$ cat src/rtl/partial_mixer.sv
// -----------------------------------------------------------------------------
// partial_mixer
//   Sums N_PARTIALS oscillator partials into one mono sample. Each partial is
//   scaled by its own unsigned 16-bit gain. One multiply-accumulate is done per
//   cycle. A mix starts on sample_tick and its result is presented N_PARTIALS+1
//   cycles later.
//
// Ports
//   clk          system clock
//   rst          synchronous active-high reset (aborts any mix in progress)
//   sample_tick  one-cycle strobe that starts a mix (ignored while busy)
//   samples      packed signed partial samples, partial k at [16k+15:16k]
//   gains        packed unsigned gains, partial k at [16k+15:16k]
//   mix_out      saturated signed mix in [-32767, +32767], held between mixes
//   mix_valid    one-cycle pulse when mix_out has just been updated
//   busy         high while a mix is in progress
//   overrun      sticky flag: a tick arrived while busy (cleared by rst only)
// -----------------------------------------------------------------------------
module partial_mixer #(
  parameter int N_PARTIALS = 8,
  parameter int OUT_SHIFT  = 3
) (
  input  logic                      clk,
  input  logic                      rst,
  input  logic                      sample_tick,
  input  logic [16*N_PARTIALS-1:0]  samples,
  input  logic [16*N_PARTIALS-1:0]  gains,
  output logic [15:0]               mix_out,
  output logic                      mix_valid,
  output logic                      busy,
  output logic                      overrun
);

  localparam int IDX_W = (N_PARTIALS > 1) ? $clog2(N_PARTIALS) : 1;
  // Widened by clog2(N) bits so that the sum of N full-scale products fits.
  localparam int ACC_W = 33 + $clog2(N_PARTIALS);
  localparam int SHIFT = 16 + OUT_SHIFT;

  localparam logic [IDX_W-1:0]        LAST_IDX = IDX_W'(N_PARTIALS - 1);
  localparam logic signed [ACC_W-1:0] SAT_MAX  = ACC_W'(32767);
  localparam logic signed [ACC_W-1:0] SAT_MIN  = -SAT_MAX;

  typedef enum logic [1:0] {
    ST_IDLE = 2'd0,
    ST_MAC  = 2'd1,
    ST_OUT  = 2'd2
  } state_t;

  state_t                     state_q, state_d;
  logic [IDX_W-1:0]           idx_q, idx_d;
  logic signed [ACC_W-1:0]    acc_q, acc_d;
  logic [16*N_PARTIALS-1:0]   samples_q, samples_d;
  logic [16*N_PARTIALS-1:0]   gains_q, gains_d;
  logic [15:0]                mix_out_q, mix_out_d;
  logic                       mix_valid_q, mix_valid_d;
  logic                       overrun_q, overrun_d;

  // Unpacked views of the latched operands so the MAC can select by index.
  logic signed [15:0] sample_arr [N_PARTIALS];
  logic        [15:0] gain_arr   [N_PARTIALS];

  generate
    for (genvar gi = 0; gi < N_PARTIALS; gi++) begin : g_unpack
      assign sample_arr[gi] = samples_q[16*gi +: 16];
      assign gain_arr[gi]   = gains_q[16*gi +: 16];
    end
  endgenerate

  logic signed [15:0]      cur_sample;
  logic        [15:0]      cur_gain;
  logic signed [32:0]      prod;
  logic signed [ACC_W-1:0] shifted;
  logic        [15:0]      sat_val;

  always_comb begin
    cur_sample = sample_arr[idx_q];
    cur_gain   = gain_arr[idx_q];
    // Gain is zero-extended to 17 bits so it stays non-negative as a signed operand.
    prod       = 33'(cur_sample) * $signed({17'd0, cur_gain});
    shifted    = acc_q >>> SHIFT;
    // Clamp symmetrically; 0x8000 is never produced.
    if (shifted > SAT_MAX) begin
      sat_val = 16'h7FFF;
    end else if (shifted < SAT_MIN) begin
      sat_val = 16'h8001;
    end else begin
      sat_val = shifted[15:0];
    end
  end

  // ---------------------------------------------------------------- FSM: state register
  always_ff @(posedge clk) begin
    if (rst) begin
      state_q <= ST_IDLE;
    end else begin
      state_q <= state_d;
    end
  end

  // ---------------------------------------------------------------- FSM: next state
  always_comb begin
    state_d = state_q;
    unique case (state_q)
      ST_IDLE: if (sample_tick)       state_d = ST_MAC;
      ST_MAC:  if (idx_q == LAST_IDX) state_d = ST_OUT;
      ST_OUT:                         state_d = ST_IDLE;
      default:                        state_d = ST_IDLE;
    endcase
  end

  // ---------------------------------------------------------------- FSM: outputs
  always_comb begin
    busy = (state_q != ST_IDLE);
  end

  // ---------------------------------------------------------------- datapath next values
  always_comb begin
    idx_d       = idx_q;
    acc_d       = acc_q;
    samples_d   = samples_q;
    gains_d     = gains_q;
    mix_out_d   = mix_out_q;
    mix_valid_d = 1'b0;
    // A tick while a mix is in flight (OUT included) is dropped but remembered.
    overrun_d   = overrun_q | (sample_tick & busy);

    unique case (state_q)
      ST_IDLE: begin
        if (sample_tick) begin
          samples_d = samples;
          gains_d   = gains;
          acc_d     = '0;
          idx_d     = '0;
        end
      end
      ST_MAC: begin
        acc_d = acc_q + ACC_W'(prod);
        idx_d = idx_q + IDX_W'(1);
      end
      ST_OUT: begin
        mix_out_d   = sat_val;
        mix_valid_d = 1'b1;
      end
      default: ;
    endcase
  end

  always_ff @(posedge clk) begin
    if (rst) begin
      idx_q       <= '0;
      acc_q       <= '0;
      mix_out_q   <= '0;
      mix_valid_q <= 1'b0;
      overrun_q   <= 1'b0;
    end else begin
      idx_q       <= idx_d;
      acc_q       <= acc_d;
      mix_out_q   <= mix_out_d;
      mix_valid_q <= mix_valid_d;
      overrun_q   <= overrun_d;
    end
  end

  // Operand latches need no reset: they are always loaded before being used.
  always_ff @(posedge clk) begin
    samples_q <= samples_d;
    gains_q   <= gains_d;
  end

  assign mix_out   = mix_out_q;
  assign mix_valid = mix_valid_q;
  assign overrun   = overrun_q;

endmodule

$ cat config.mk
export PLATFORM = sky130hd
export DESIGN_NAME = partial_mixer
export DESIGN_NICKNAME = d
export VERILOG_FILES = /design/src/rtl/partial_mixer.sv
export SDC_FILE = /design/constraint.sdc
export NUM_CORES = 1
export LEC_CHECK = 0
export CAP_MARGIN = 20
export CORE_AREA = 2 2 220 200
export CTS_BUF_LIST = sky130_fd_sc_hd__clkbuf_8 sky130_fd_sc_hd__clkbuf_16
export CTS_CLUSTER_SIZE = 40
export DETAILED_ROUTE_END_ITERATION = 6
export DIE_AREA = 0 0 222 202
export GPL_ROUTABILITY_DRIVEN = 0
export PLACE_DENSITY = 0.75
export SYNTH_ARGS = -nofsm -noshare
export SYNTH_HDL_FRONTEND = slang
export SYNTH_SLANG_ARGS = --single-unit
$ cat constraint.sdc
create_clock -name clk -period 7.9 [get_ports clk]
set_input_delay 1.975 -clock clk [delete_from_list [all_inputs] [get_ports clk]]
set_output_delay 1.975 -clock clk [all_outputs]
set_load 0.1 [all_outputs]
==> results of run 1 <==
## cell families after synthesis
family                   share of synthesized area
AND/OR/NAND/NOR                             0.0749
buffers and inverters                       0.0714
adder cells (fa/ha/maj)                      0.286
flip-flops                                   0.413
AO/OA/AOI/OAI                               0.0505
multiplexers                                0.0926
XOR/XNOR                                    0.0122
## worst max-delay path, stage by stage, from the launching register on
cell	delay, ns
dfxtp_4	0.57
buf_12	0.30
mux4_2	0.55
mux2i_1	0.74
nor2_1	0.15
fa_1	0.55
fa_1	0.51
fa_1	0.55
fa_1	0.45
fa_1	0.50
inv_1	0.05
fa_1	0.47
inv_1	0.04
ha_1	0.40
and2_1	0.18
nand3_1	0.10
nor2_1	0.20
o2111ai_1	0.21
o31a_1	0.37
or3_1	0.38
a31oi_1	0.15
## how the worst max path moves through the flow
stage                     slack [ns]                     end  cells after the start                  start
final                           0.32  acc_q[35]$_SDFFE_PP0P_                     20  idx_q[0]$_SDFFE_PP0P_
after global routing            0.02  acc_q[31]$_SDFFE_PP0P_                     21  idx_q[0]$_SDFFE_PP0P_
after CTS                       0.39  acc_q[31]$_SDFFE_PP0P_                     21  idx_q[0]$_SDFFE_PP0P_
after detailed placement        0.43  acc_q[35]$_SDFFE_PP0P_                     20  idx_q[0]$_SDFFE_PP0P_
after global placement          0.48  acc_q[35]$_SDFFE_PP0P_                     20  idx_q[0]$_SDFFE_PP0P_
after floorplan                 0.28    gains_q[0]$_DFFE_PP_                      2            sample_tick
## layer usage
layer  routed length, um  GRT usage  vias up  part of all wire
li1                    -          -     6466                 -
met1               22300      0.332     7068              0.42
met2               24500      0.392      615              0.46
met3                4410     0.0532      129             0.083
met4                1960     0.0893        0             0.037
met5                   0          0        -                 0
## state kept, by name, indices dropped and copies added (netlist names)
signal and cells:
mix_valid 1, acc_q 36, mix_out 16, samples_q 128, state_q 2, overrun 1, idx_q 3, gains_q 128
## stage by stage
stage / worst slack, ns / hold slack, ns / instances / utilization / instance area (um^2)
after floorplan: 0.277 / 0.436 / 1771 / - / 21500
after global placement: 0.484 / 0.444 / 2579 / 0.587 / 25000
after detailed placement: 0.433 / 0.446 / 2579 / 0.587 / 25000
after CTS: 0.388 / 0.455 / 2639 / 0.612 / 26100
after global routing: 0.0176 / 0.462 / 2639 / 0.612 / 26100
final: 0.320 / 0.450 / 2639 / 0.612 / 26100
## layout make-up
class | instances | area, um^2
Clock buffer | 37 | 903
Clock inverter | 23 | 138
Fill cell | 3321 | 16500
Inverter | 331 | 1250
Multi-Input combinational cell | 1065 | 11100
Sequential cell | 315 | 8880
Tap cell | 555 | 694
Timing Repair Buffer | 313 | 3110
## cell usage after synthesis, types with 12 or more instances
library cell,n
dfxtp_1,59
ha_1,128
a21oi_1,49
mux2i_1,29
edfxtp_1,256
fa_1,227
mux2_2,23
mux4_2,64
a22oi_1,19
inv_1,331
clkbuf_1,35
xor2_1,12
nand2_1,164
o21ai_0,45
nor2_1,169
xnor2_1,18
==> run_summary.xml, run 1 <==
<?xml version="1.0" encoding="UTF-8"?>
<metrics>
  <group name="status">
    <metric name="status" unit="">complete, no violations</metric>
  </group>
  <group name="sta">
    <metric name="worst_pin_slew" unit="ns">0.986</metric>
    <metric name="rsz0062_at_grt" unit="">no</metric>
    <metric name="min_period" unit="ns">7.58</metric>
    <metric name="timing.final.hold_violations" unit="">0</metric>
    <metric name="finClkSkew" unit="ns">0.0178</metric>
    <metric name="final_max_slew_viol_count" unit="">0</metric>
    <metric name="finalSetupViolCount" unit="">0</metric>
    <metric name="layout_worst_path_cycle_share" unit="">0.959</metric>
    <metric name="fin_tns_setup" unit="ns">0</metric>
    <metric name="maxSlewHeadroom" unit="">0.340</metric>
    <metric name="max_freq" unit="MHz">132</metric>
  </group>
  <group name="detailed_routing">
    <metric name="avgViaCountPerCell" unit="">5.41</metric>
    <metric name="drc_errors" unit="">0</metric>
    <metric name="wl" unit="um">53200</metric>
    <metric name="num_vias" unit="">14300</metric>
    <metric name="initialDrtViolationCount" unit="">1307</metric>
    <metric name="wl_per_cell" unit="um">20.2</metric>
    <metric name="drt_first_pass_iters" unit="">5</metric>
    <metric name="antenna_left" unit="">0</metric>
  </group>
  <group name="floorplanning">
    <metric name="ioPinCount" unit="">278</metric>
    <metric name="dieArea" unit="um^2">44800</metric>
    <metric name="die_h" unit="um">202</metric>
    <metric name="placeableCoreArea" unit="um^2">42600</metric>
    <metric name="floorplan.die.width" unit="um">222</metric>
    <metric name="initial_core_util" unit="">0.505</metric>
    <metric name="core.rowCount" unit="">72</metric>
  </group>
  <group name="finish">
    <metric name="layout.cells.most_common" unit="">inv_1</metric>
    <metric name="layout_common_cells" unit="">inv_1 (339), clkdlybuf4s50_1 (277), edfxtp_1 (256)</metric>
    <metric name="synth_to_final_area_change" unit="%">21.2</metric>
    <metric name="fraction_of_final_layout_cells_with_drive_strength_greater_than_1" unit="">0.0878</metric>
    <metric name="insertedDiodeCount" unit="">0</metric>
    <metric name="nNetsFinal" unit="">2675</metric>
  </group>
  <group name="synthesis">
    <metric name="postSynth.topFlopCell" unit="">edfxtp_1</metric>
    <metric name="syn_area_per_cell" unit="um^2">12.1</metric>
    <metric name="synth_top_cell_by_area" unit="">edfxtp_1</metric>
    <metric name="syn-instance-count" unit="">1771</metric>
    <metric name="synthesis.nets" unit="">2385</metric>
    <metric name="synth-seq-area-share" unit="">0.413</metric>
    <metric name="yosysWarningCount" unit="">0</metric>
    <metric name="count_of_cell_types_in_the_netlist" unit="">59</metric>
    <metric name="synthesis.area" unit="um^2">21500</metric>
    <metric name="synth.ff_latch_count" unit="">315</metric>
    <metric name="synth_edf_count" unit="">256</metric>
    <metric name="synth_top_cells_by_area" unit="">edfxtp_1 (36%), fa_1 (21%), ha_1 (7.4%), mux4_2 (6.7%), inv_1 (5.8%)</metric>
    <metric name="yosys.area.top_type_share" unit="">0.358</metric>
    <metric name="asyncSetResetFlopFracSynth" unit="">0</metric>
  </group>
  <group name="clock_tree">
    <metric name="cts_buffer_depth" unit="">3</metric>
    <metric name="cts_hold_repair.buffers" unit="">0</metric>
    <metric name="cts_sinks" unit="">315</metric>
    <metric name="cts.htree.levels" unit="">2</metric>
    <metric name="clock_tree_from_tritoncts" unit="">done</metric>
    <metric name="cts-buffers-inserted" unit="">35</metric>
    <metric name="clock_latency" unit="ns">0.53</metric>
    <metric name="cts_setup_buffers" unit="">0</metric>
    <metric name="clock-root-buffer" unit="">clkbuf_16</metric>
    <metric name="clkTransAtPathRegs" unit="ns">0.06</metric>
    <metric name="cts_resized" unit="">0</metric>
  </group>
  <group name="grt">
    <metric name="grt_overflow_total" unit="">0</metric>
    <metric name="vias_in_the_first_global_route" unit="">15500</metric>
    <metric name="grt_pass1_wl" unit="um">84300</metric>
    <metric name="antenna_found_initial" unit="">0</metric>
    <metric name="grtUsageTotal" unit="">0.245</metric>
    <metric name="largest_net_degree_at_the_start_of_global_routing" unit="">136</metric>
  </group>
  <group name="placed_design">
    <metric name="numPortBuffers" unit="">277</metric>
    <metric name="hpwl_after_detailed_placement" unit="um">41800</metric>
  </group>
  <group name="setup_path">
    <metric name="critical_path_class" unit="">reg -&gt; reg</metric>
    <metric name="r2r_cells" unit="">20</metric>
    <metric name="cp_capture_type" unit="">register</metric>
    <metric name="critical_path_arrival" unit="ns">8.02</metric>
    <metric name="worst-r2r-setup-slack" unit="ns">0.32</metric>
    <metric name="crit_fanout" unit="">32</metric>
    <metric name="crit-reg2reg-launch" unit="">idx_q[0]$_SDFFE_PP0P_</metric>
    <metric name="critical_path.startpoint_type" unit="">register</metric>
    <metric name="crit-reg2reg-capture" unit="">acc_q[35]$_SDFFE_PP0P_</metric>
    <metric name="critical_path_required" unit="ns">8.34</metric>
  </group>
  <group name="hold_path">
    <metric name="hold_depth" unit="">2</metric>
    <metric name="worst_hold_path_type" unit="">reg -&gt; reg</metric>
    <metric name="hp-start" unit="">mix_out[9]$_SDFFE_PP0P_</metric>
    <metric name="min_to" unit="">mix_out[9]$_SDFFE_PP0P_</metric>
  </group>
  <group name="flow_run">
    <metric name="maxCapViolations" unit="">0</metric>
  </group>
</metrics>
Power of run 1 is not shown: default switching activity piles up to over one toggle a cycle in this logic, so the estimate is an artifact.
==> run 2: changes to the inputs <==
--- a/config.mk
+++ b/config.mk
@@ -11,7 +11,6 @@
 export CTS_CLUSTER_SIZE = 40
 export DETAILED_ROUTE_END_ITERATION = 6
 export DIE_AREA = 0 0 222 202
-export GPL_ROUTABILITY_DRIVEN = 0
 export PLACE_DENSITY = 0.75
 export SYNTH_ARGS = -nofsm -noshare
 export SYNTH_HDL_FRONTEND = slang
==> run_summary.xml, run 2 (synthesized netlist as in run 1, its figures left out) <==
<?xml version="1.0" encoding="UTF-8"?>
<metrics>
  <group name="detailed_routing">
    <metric name="initialDrtViolationCount" unit="">1036</metric>
    <metric name="drc_errors" unit="">17</metric>
    <metric name="wl_per_cell" unit="um">20.4</metric>
    <metric name="antenna_left" unit="">0</metric>
    <metric name="avgViaCountPerCell" unit="">5.33</metric>
    <metric name="wl" unit="um">53900</metric>
    <metric name="drt_first_pass_iters" unit="">7</metric>
    <metric name="num_vias" unit="">14100</metric>
  </group>
  <group name="clock_tree">
    <metric name="clock-root-buffer" unit="">clkbuf_16</metric>
    <metric name="cts-buffers-inserted" unit="">34</metric>
    <metric name="cts.htree.levels" unit="">2</metric>
    <metric name="cts_hold_repair.buffers" unit="">0</metric>
    <metric name="cts_sinks" unit="">315</metric>
    <metric name="cts_setup_buffers" unit="">0</metric>
    <metric name="clock_tree_from_tritoncts" unit="">done</metric>
    <metric name="cts_resized" unit="">0</metric>
    <metric name="clkTransAtPathRegs" unit="ns">0.06</metric>
    <metric name="cts_buffer_depth" unit="">3</metric>
    <metric name="clock_latency" unit="ns">0.55</metric>
  </group>
  <group name="setup_path">
    <metric name="worst-r2r-setup-slack" unit="ns">0.38</metric>
    <metric name="crit-reg2reg-launch" unit="">idx_q[0]$_SDFFE_PP0P_</metric>
    <metric name="cpMostUsedCell" unit="">fa_1</metric>
    <metric name="critPathBufInv" unit="">3</metric>
    <metric name="worst_setup_path_startpoint" unit="">idx_q[0]$_SDFFE_PP0P_</metric>
    <metric name="crit_fanout" unit="">38</metric>
    <metric name="path_cells" unit="">buf_12 -&gt; mux4_2 -&gt; mux2i_1 -&gt; nor2_1 -&gt; fa_1 -&gt; fa_1 -&gt; fa_1 -&gt; fa_1 -&gt; fa_1 -&gt; inv_1 -&gt; fa_1 -&gt; inv_1 -&gt; ha_1 -&gt; and2_1 -&gt; nand3_1 -&gt; nor2_1 -&gt; o2111ai_1 -&gt; o31a_1 -&gt; or3_1 -&gt; a31oi_1</metric>
    <metric name="critical_path.startpoint_type" unit="">register</metric>
    <metric name="critical_path_class" unit="">reg -&gt; reg</metric>
    <metric name="worst_path_largest_cell_delay" unit="ns">0.68</metric>
    <metric name="critical_path_arrival" unit="ns">7.98</metric>
    <metric name="critPathTopFamily" unit="">adder cells</metric>
    <metric name="crit-reg2reg-capture" unit="">acc_q[35]$_SDFFE_PP0P_</metric>
    <metric name="r2r_cells" unit="">20</metric>
    <metric name="critPathSlowestCell" unit="">mux2i_1</metric>
    <metric name="critical_path_required" unit="ns">8.36</metric>
    <metric name="cp_capture_type" unit="">register</metric>
  </group>
  <group name="floorplanning">
    <metric name="placeableCoreArea" unit="um^2">42600</metric>
    <metric name="initial_core_util" unit="">0.505</metric>
    <metric name="core.rowCount" unit="">72</metric>
    <metric name="die_h" unit="um">202</metric>
    <metric name="ioPinCount" unit="">278</metric>
    <metric name="floorplan.die.width" unit="um">222</metric>
    <metric name="dieArea" unit="um^2">44800</metric>
  </group>
  <group name="finish">
    <metric name="nNetsFinal" unit="">2677</metric>
    <metric name="layout.cells.most_common" unit="">inv_1</metric>
    <metric name="largestRegisters" unit="">gains_q x128, samples_q x128, acc_q x36</metric>
    <metric name="layout_common_cells" unit="">inv_1 (335), clkdlybuf4s50_1 (277), edfxtp_1 (256)</metric>
    <metric name="num-fill-cells" unit="">3307</metric>
    <metric name="fraction_of_final_layout_cells_with_drive_strength_greater_than_1" unit="">0.0929</metric>
    <metric name="synth_to_final_area_change" unit="%">21.8</metric>
  </group>
  <group name="sta">
    <metric name="worst_pin_slew" unit="ns">0.984</metric>
    <metric name="finalSetupViolCount" unit="">0</metric>
    <metric name="rsz0062_at_grt" unit="">no</metric>
    <metric name="final_max_slew_viol_count" unit="">0</metric>
    <metric name="layout_worst_path_cycle_share" unit="">0.952</metric>
    <metric name="finClkSkew" unit="ns">0.0132</metric>
    <metric name="fin_tns_setup" unit="ns">0</metric>
    <metric name="timing.final.hold_violations" unit="">0</metric>
    <metric name="min_period" unit="ns">7.52</metric>
    <metric name="maxSlewHeadroom" unit="">0.342</metric>
    <metric name="max_freq" unit="MHz">133</metric>
  </group>
  <group name="status">
    <metric name="failing_checks" unit="">DRC</metric>
    <metric name="status" unit="">finished with violations</metric>
  </group>
  <group name="placed_design">
    <metric name="numPortBuffers" unit="">277</metric>
    <metric name="hpwl_after_detailed_placement" unit="um">42500</metric>
    <metric name="gpl.final_weighted_congestion" unit="">0.971</metric>
  </group>
  <group name="hold_path">
    <metric name="hp-start" unit="">mix_out[9]$_SDFFE_PP0P_</metric>
    <metric name="min_to" unit="">mix_out[9]$_SDFFE_PP0P_</metric>
    <metric name="hold_depth" unit="">2</metric>
    <metric name="worst_hold_path_type" unit="">reg -&gt; reg</metric>
  </group>
  <group name="grt">
    <metric name="grtUsageTotal" unit="">0.246</metric>
    <metric name="grt_overflow_total" unit="">0</metric>
    <metric name="antenna_found_initial" unit="">2</metric>
    <metric name="grt_pass1_wl" unit="um">84200</metric>
    <metric name="vias_in_the_first_global_route" unit="">15100</metric>
    <metric name="largest_net_degree_at_the_start_of_global_routing" unit="">135</metric>
  </group>
  <group name="flow_run">
    <metric name="maxCapViolations" unit="">0</metric>
  </group>
</metrics>
run 2: per-layer routing:
| metal | part of all wire | global-route usage | wire length (um) | up-vias |
|---|---|---|---|---|
| met3 | 0.077 | 0.0522 | 4140 | 80 |
| met2 | 0.47 | 0.399 | 25400 | 552 |
| met4 | 0.028 | 0.0801 | 1520 | 0 |
| met5 | 0 | 0 | 0 | - |
| met1 | 0.42 | 0.335 | 22800 | 6996 |
| li1 | - | - | - | 6471 |
run 2: through the flow:
stage / hold slack (ns) / area [um^2] / utilization / setup slack, ns / std cells
2_1_floorplan: 0.436 / 21500 / - / 0.277 / 1771
3_3_place_gp: 0.440 / 25000 / 0.587 / 0.449 / 2582
3_5_place_dp: 0.446 / 25000 / 0.587 / 0.354 / 2582
4_1_cts: 0.454 / 26200 / 0.614 / 0.332 / 2643
5_1_grt: 0.472 / 26200 / 0.615 / 0.0132 / 2645
6_report: 0.451 / 26200 / 0.615 / 0.381 / 2645
run 2: layout make-up:
type | instances | area [um^2] | area share
repair buffers | 316 | 3120 | 0.119
multi-input cells | 1065 | 11100 | 0.424
diodes | 2 | 5.00 | 0.000191
clock inverters | 24 | 246 | 0.00941
clock buffers | 37 | 903 | 0.0345
well taps | 555 | 694 | 0.0265
flip-flops and latches | 315 | 8880 | 0.339
inverters | 331 | 1250 | 0.0477
run 2: worst max-delay path by stage:
stage / to / slack (ns) / cells past startpoint
after floorplan: gains_q[0]$_DFFE_PP_ / 0.28 / 2
after global placement: acc_q[35]$_SDFFE_PP0P_ / 0.45 / 20
after detailed placement: acc_q[35]$_SDFFE_PP0P_ / 0.35 / 20
after CTS: acc_q[35]$_SDFFE_PP0P_ / 0.33 / 20
after global routing: acc_q[20]$_SDFFE_PP0P_ / 0.01 / 24
final: acc_q[35]$_SDFFE_PP0P_ / 0.38 / 20
run 2: worst reg2reg max path: stages (launching register included):
cell	delay, ns
dfxtp_4	0.49
buf_12	0.32
mux4_2	0.64
mux2i_1	0.68
nor2_1	0.15
fa_1	0.54
fa_1	0.59
fa_1	0.45
fa_1	0.46
fa_1	0.49
inv_1	0.05
fa_1	0.47
inv_1	0.04
ha_1	0.40
and2_1	0.20
nand3_1	0.13
nor2_1	0.21
o2111ai_1	0.20
o31a_1	0.37
or3_1	0.38
a31oi_1	0.19
Power of run 2 is left out for the same reason.
==> run 3: changes to the inputs <==
--- a/config.mk
+++ b/config.mk
@@ -12,6 +12,7 @@
 export DETAILED_ROUTE_END_ITERATION = 6
 export DIE_AREA = 0 0 222 202
 export PLACE_DENSITY = 0.75
+export REMOVE_ABC_BUFFERS = 1
 export SYNTH_ARGS = -nofsm -noshare
 export SYNTH_HDL_FRONTEND = slang
 export SYNTH_SLANG_ARGS = --single-unit
==> run_summary.xml, run 3 (synthesized netlist as in run 1, its figures left out) <==
<?xml version="1.0" encoding="UTF-8"?>
<metrics>
  <group name="status">
    <metric name="status" unit="">complete, no violations</metric>
  </group>
  <group name="setup_path">
    <metric name="critical_path_arrival" unit="ns">7.79</metric>
    <metric name="crit_fanout" unit="">30</metric>
    <metric name="cp_capture_type" unit="">register</metric>
    <metric name="critical_path_required" unit="ns">8.36</metric>
    <metric name="critical_path.startpoint_type" unit="">register</metric>
    <metric name="critPathSlowestCell" unit="">fa_1</metric>
    <metric name="worst_path_largest_cell_delay" unit="ns">0.54</metric>
    <metric name="crit-reg2reg-capture" unit="">acc_q[31]$_SDFFE_PP0P_</metric>
    <metric name="worst-r2r-setup-slack" unit="ns">0.57</metric>
    <metric name="r2r_cells" unit="">24</metric>
    <metric name="critical_path_class" unit="">reg -&gt; reg</metric>
    <metric name="path_cells" unit="">buf_12 -&gt; mux4_2 -&gt; mux2_2 -&gt; inv_1 -&gt; nor2_1 -&gt; fa_1 -&gt; inv_1 -&gt; fa_1 -&gt; fa_1 -&gt; inv_1 -&gt; fa_1 -&gt; fa_1 -&gt; inv_1 -&gt; fa_1 -&gt; inv_1 -&gt; ha_1 -&gt; a21o_1 -&gt; a31o_2 -&gt; a221oi_1 -&gt; o22a_1 -&gt; o31a_1 -&gt; and2_2 -&gt; xor2_1 -&gt; o21ai_0</metric>
    <metric name="crit-reg2reg-launch" unit="">idx_q[0]$_SDFFE_PP0P_</metric>
    <metric name="cpMostUsedCell" unit="">fa_1</metric>
  </group>
  <group name="clock_tree">
    <metric name="cts.htree.levels" unit="">1</metric>
    <metric name="cts_resized" unit="">0</metric>
    <metric name="clock_latency" unit="ns">0.59</metric>
    <metric name="cts_setup_buffers" unit="">0</metric>
    <metric name="clock_tree_from_tritoncts" unit="">done</metric>
    <metric name="clock-root-buffer" unit="">clkbuf_16</metric>
    <metric name="cts_buffer_depth" unit="">3</metric>
    <metric name="clkTransAtPathRegs" unit="ns">0.06</metric>
    <metric name="cts_sinks" unit="">315</metric>
    <metric name="cts-buffers-inserted" unit="">31</metric>
    <metric name="cts_hold_repair.buffers" unit="">0</metric>
  </group>
  <group name="finish">
    <metric name="final_core_utilization" unit="">0.611</metric>
    <metric name="fraction_of_final_layout_cells_with_drive_strength_greater_than_1" unit="">0.0873</metric>
    <metric name="layout_common_cells" unit="">inv_1 (336), clkdlybuf4s50_1 (276), edfxtp_1 (256)</metric>
    <metric name="fin_cells" unit="">2640</metric>
    <metric name="largestRegisters" unit="">gains_q x128, samples_q x128, acc_q x36</metric>
    <metric name="layout.cells.most_common" unit="">inv_1</metric>
    <metric name="synth_to_final_area_change" unit="%">21.1</metric>
    <metric name="final_design_area_no_fill" unit="um^2">26000</metric>
    <metric name="nNetsFinal" unit="">2673</metric>
  </group>
  <group name="hold_path">
    <metric name="hp-start" unit="">mix_out[13]$_SDFFE_PP0P_</metric>
    <metric name="hold_depth" unit="">2</metric>
    <metric name="min_to" unit="">mix_out[13]$_SDFFE_PP0P_</metric>
    <metric name="worst_hold_path_type" unit="">reg -&gt; reg</metric>
  </group>
  <group name="grt">
    <metric name="largest_net_degree_at_the_start_of_global_routing" unit="">131</metric>
    <metric name="antenna_found_initial" unit="">1</metric>
    <metric name="grt_overflow_total" unit="">0</metric>
    <metric name="grtUsageTotal" unit="">0.245</metric>
    <metric name="vias_in_the_first_global_route" unit="">15400</metric>
    <metric name="grt_pass1_wl" unit="um">84500</metric>
  </group>
  <group name="sta">
    <metric name="rsz0062_at_grt" unit="">no</metric>
    <metric name="finClkSkew" unit="ns">0.00920</metric>
    <metric name="timing.final.ws_setup" unit="ns">0.570</metric>
    <metric name="maxSlewHeadroom" unit="">0.340</metric>
    <metric name="min_period" unit="ns">7.33</metric>
    <metric name="max_freq" unit="MHz">136</metric>
    <metric name="timing.final.hold_violations" unit="">0</metric>
    <metric name="finalSetupViolCount" unit="">0</metric>
    <metric name="final_max_slew_viol_count" unit="">0</metric>
    <metric name="worst_pin_slew" unit="ns">0.987</metric>
    <metric name="layout_worst_path_cycle_share" unit="">0.928</metric>
  </group>
  <group name="placed_design">
    <metric name="hpwl_after_detailed_placement" unit="um">42000</metric>
    <metric name="gpl.final_weighted_congestion" unit="">0.942</metric>
    <metric name="placement.setup.worst_slack" unit="ns">0.607</metric>
    <metric name="numPortBuffers" unit="">277</metric>
    <metric name="place.detailed.instances" unit="">2581</metric>
    <metric name="placement.cell_area" unit="um^2">25000</metric>
  </group>
  <group name="detailed_routing">
    <metric name="antenna_left" unit="">0</metric>
    <metric name="num_vias" unit="">14200</metric>
    <metric name="wl_per_cell" unit="um">20.2</metric>
    <metric name="drt_first_pass_iters" unit="">5</metric>
    <metric name="avgViaCountPerCell" unit="">5.39</metric>
    <metric name="drc_errors" unit="">0</metric>
    <metric name="initialDrtViolationCount" unit="">938</metric>
    <metric name="wl" unit="um">53500</metric>
  </group>
  <group name="floorplanning">
    <metric name="die_h" unit="um">202</metric>
    <metric name="dieArea" unit="um^2">44800</metric>
    <metric name="placeableCoreArea" unit="um^2">42600</metric>
    <metric name="core.rowCount" unit="">72</metric>
    <metric name="ioPinCount" unit="">278</metric>
    <metric name="initial_core_util" unit="">0.505</metric>
    <metric name="floorplan.die.width" unit="um">222</metric>
  </group>
  <group name="flow_run">
    <metric name="maxCapViolations" unit="">0</metric>
  </group>
</metrics>
==> run 3: cell types whose count changed in the layout (fill, tap and decap cells not counted), moves of 2 or more <==
cell       change
clkbuf_16      -4
clkinv_1       +8
inv_6          -2
clkinv_2       -3
==> run 3: per-layer routing <==
metal  up-vias  global-route usage  routed length, um
met5         -                   0                  0
met4         0              0.0611               1320
met3       107              0.0613               4560
met2       579               0.399              25100
met1      7074               0.332              22500
li1       6457                   -                  -
==> run 3: per-stage QoR <==
step	hold slack [ns]	setup TNS, ns
after floorplan	0.430	-28.43
after global placement	0.442	0
after detailed placement	0.446	0
after CTS	0.453	0
after global routing	0.472	0
final	0.452	0
==> run 3: critical path: cells and delay by family (launching register included) <==
| kind | cells | cell delay (ns) |
|---|---|---|
| buffers and inverters | 6 | 0.66 |
| AOI/OAI and AO/OA | 6 | 1.32 |
| DFF | 1 | 0.47 |
| and+or+nand+nor | 2 | 0.30 |
| muxes | 2 | 0.95 |
| adders and majority gates | 7 | 3.33 |
| xor gates and xnor gates | 1 | 0.14 |
==> run 3: area by class of cell <==
| class | count | area [um^2] |
|---|---|---|
| fill | 3324 | 16600 |
| multi-input combinational | 1065 | 11100 |
| sequential | 315 | 8880 |
| timing repair buffer | 315 | 3100 |
| inverter | 331 | 1250 |
| clock buffer | 34 | 817 |
| tap | 555 | 694 |
| clock inverter | 24 | 190 |
| antenna | 1 | 2.50 |
==> run 3: how the worst max path moves through the flow <==
stage	startpoint	end	slack [ns]	cells past startpoint
after detailed placement	idx_q[0]$_SDFFE_PP0P_	acc_q[31]$_SDFFE_PP0P_	0.61	24
final	idx_q[0]$_SDFFE_PP0P_	acc_q[31]$_SDFFE_PP0P_	0.57	24
after floorplan	idx_q[0]$_SDFFE_PP0P_	acc_q[20]$_SDFFE_PP0P_	-1.45	22
after CTS	idx_q[0]$_SDFFE_PP0P_	acc_q[31]$_SDFFE_PP0P_	0.59	24
after global routing	idx_q[0]$_SDFFE_PP0P_	acc_q[31]$_SDFFE_PP0P_	0.17	24
after global placement	idx_q[0]$_SDFFE_PP0P_	acc_q[31]$_SDFFE_PP0P_	0.71	24
Power of run 3 is left out for the same reason.
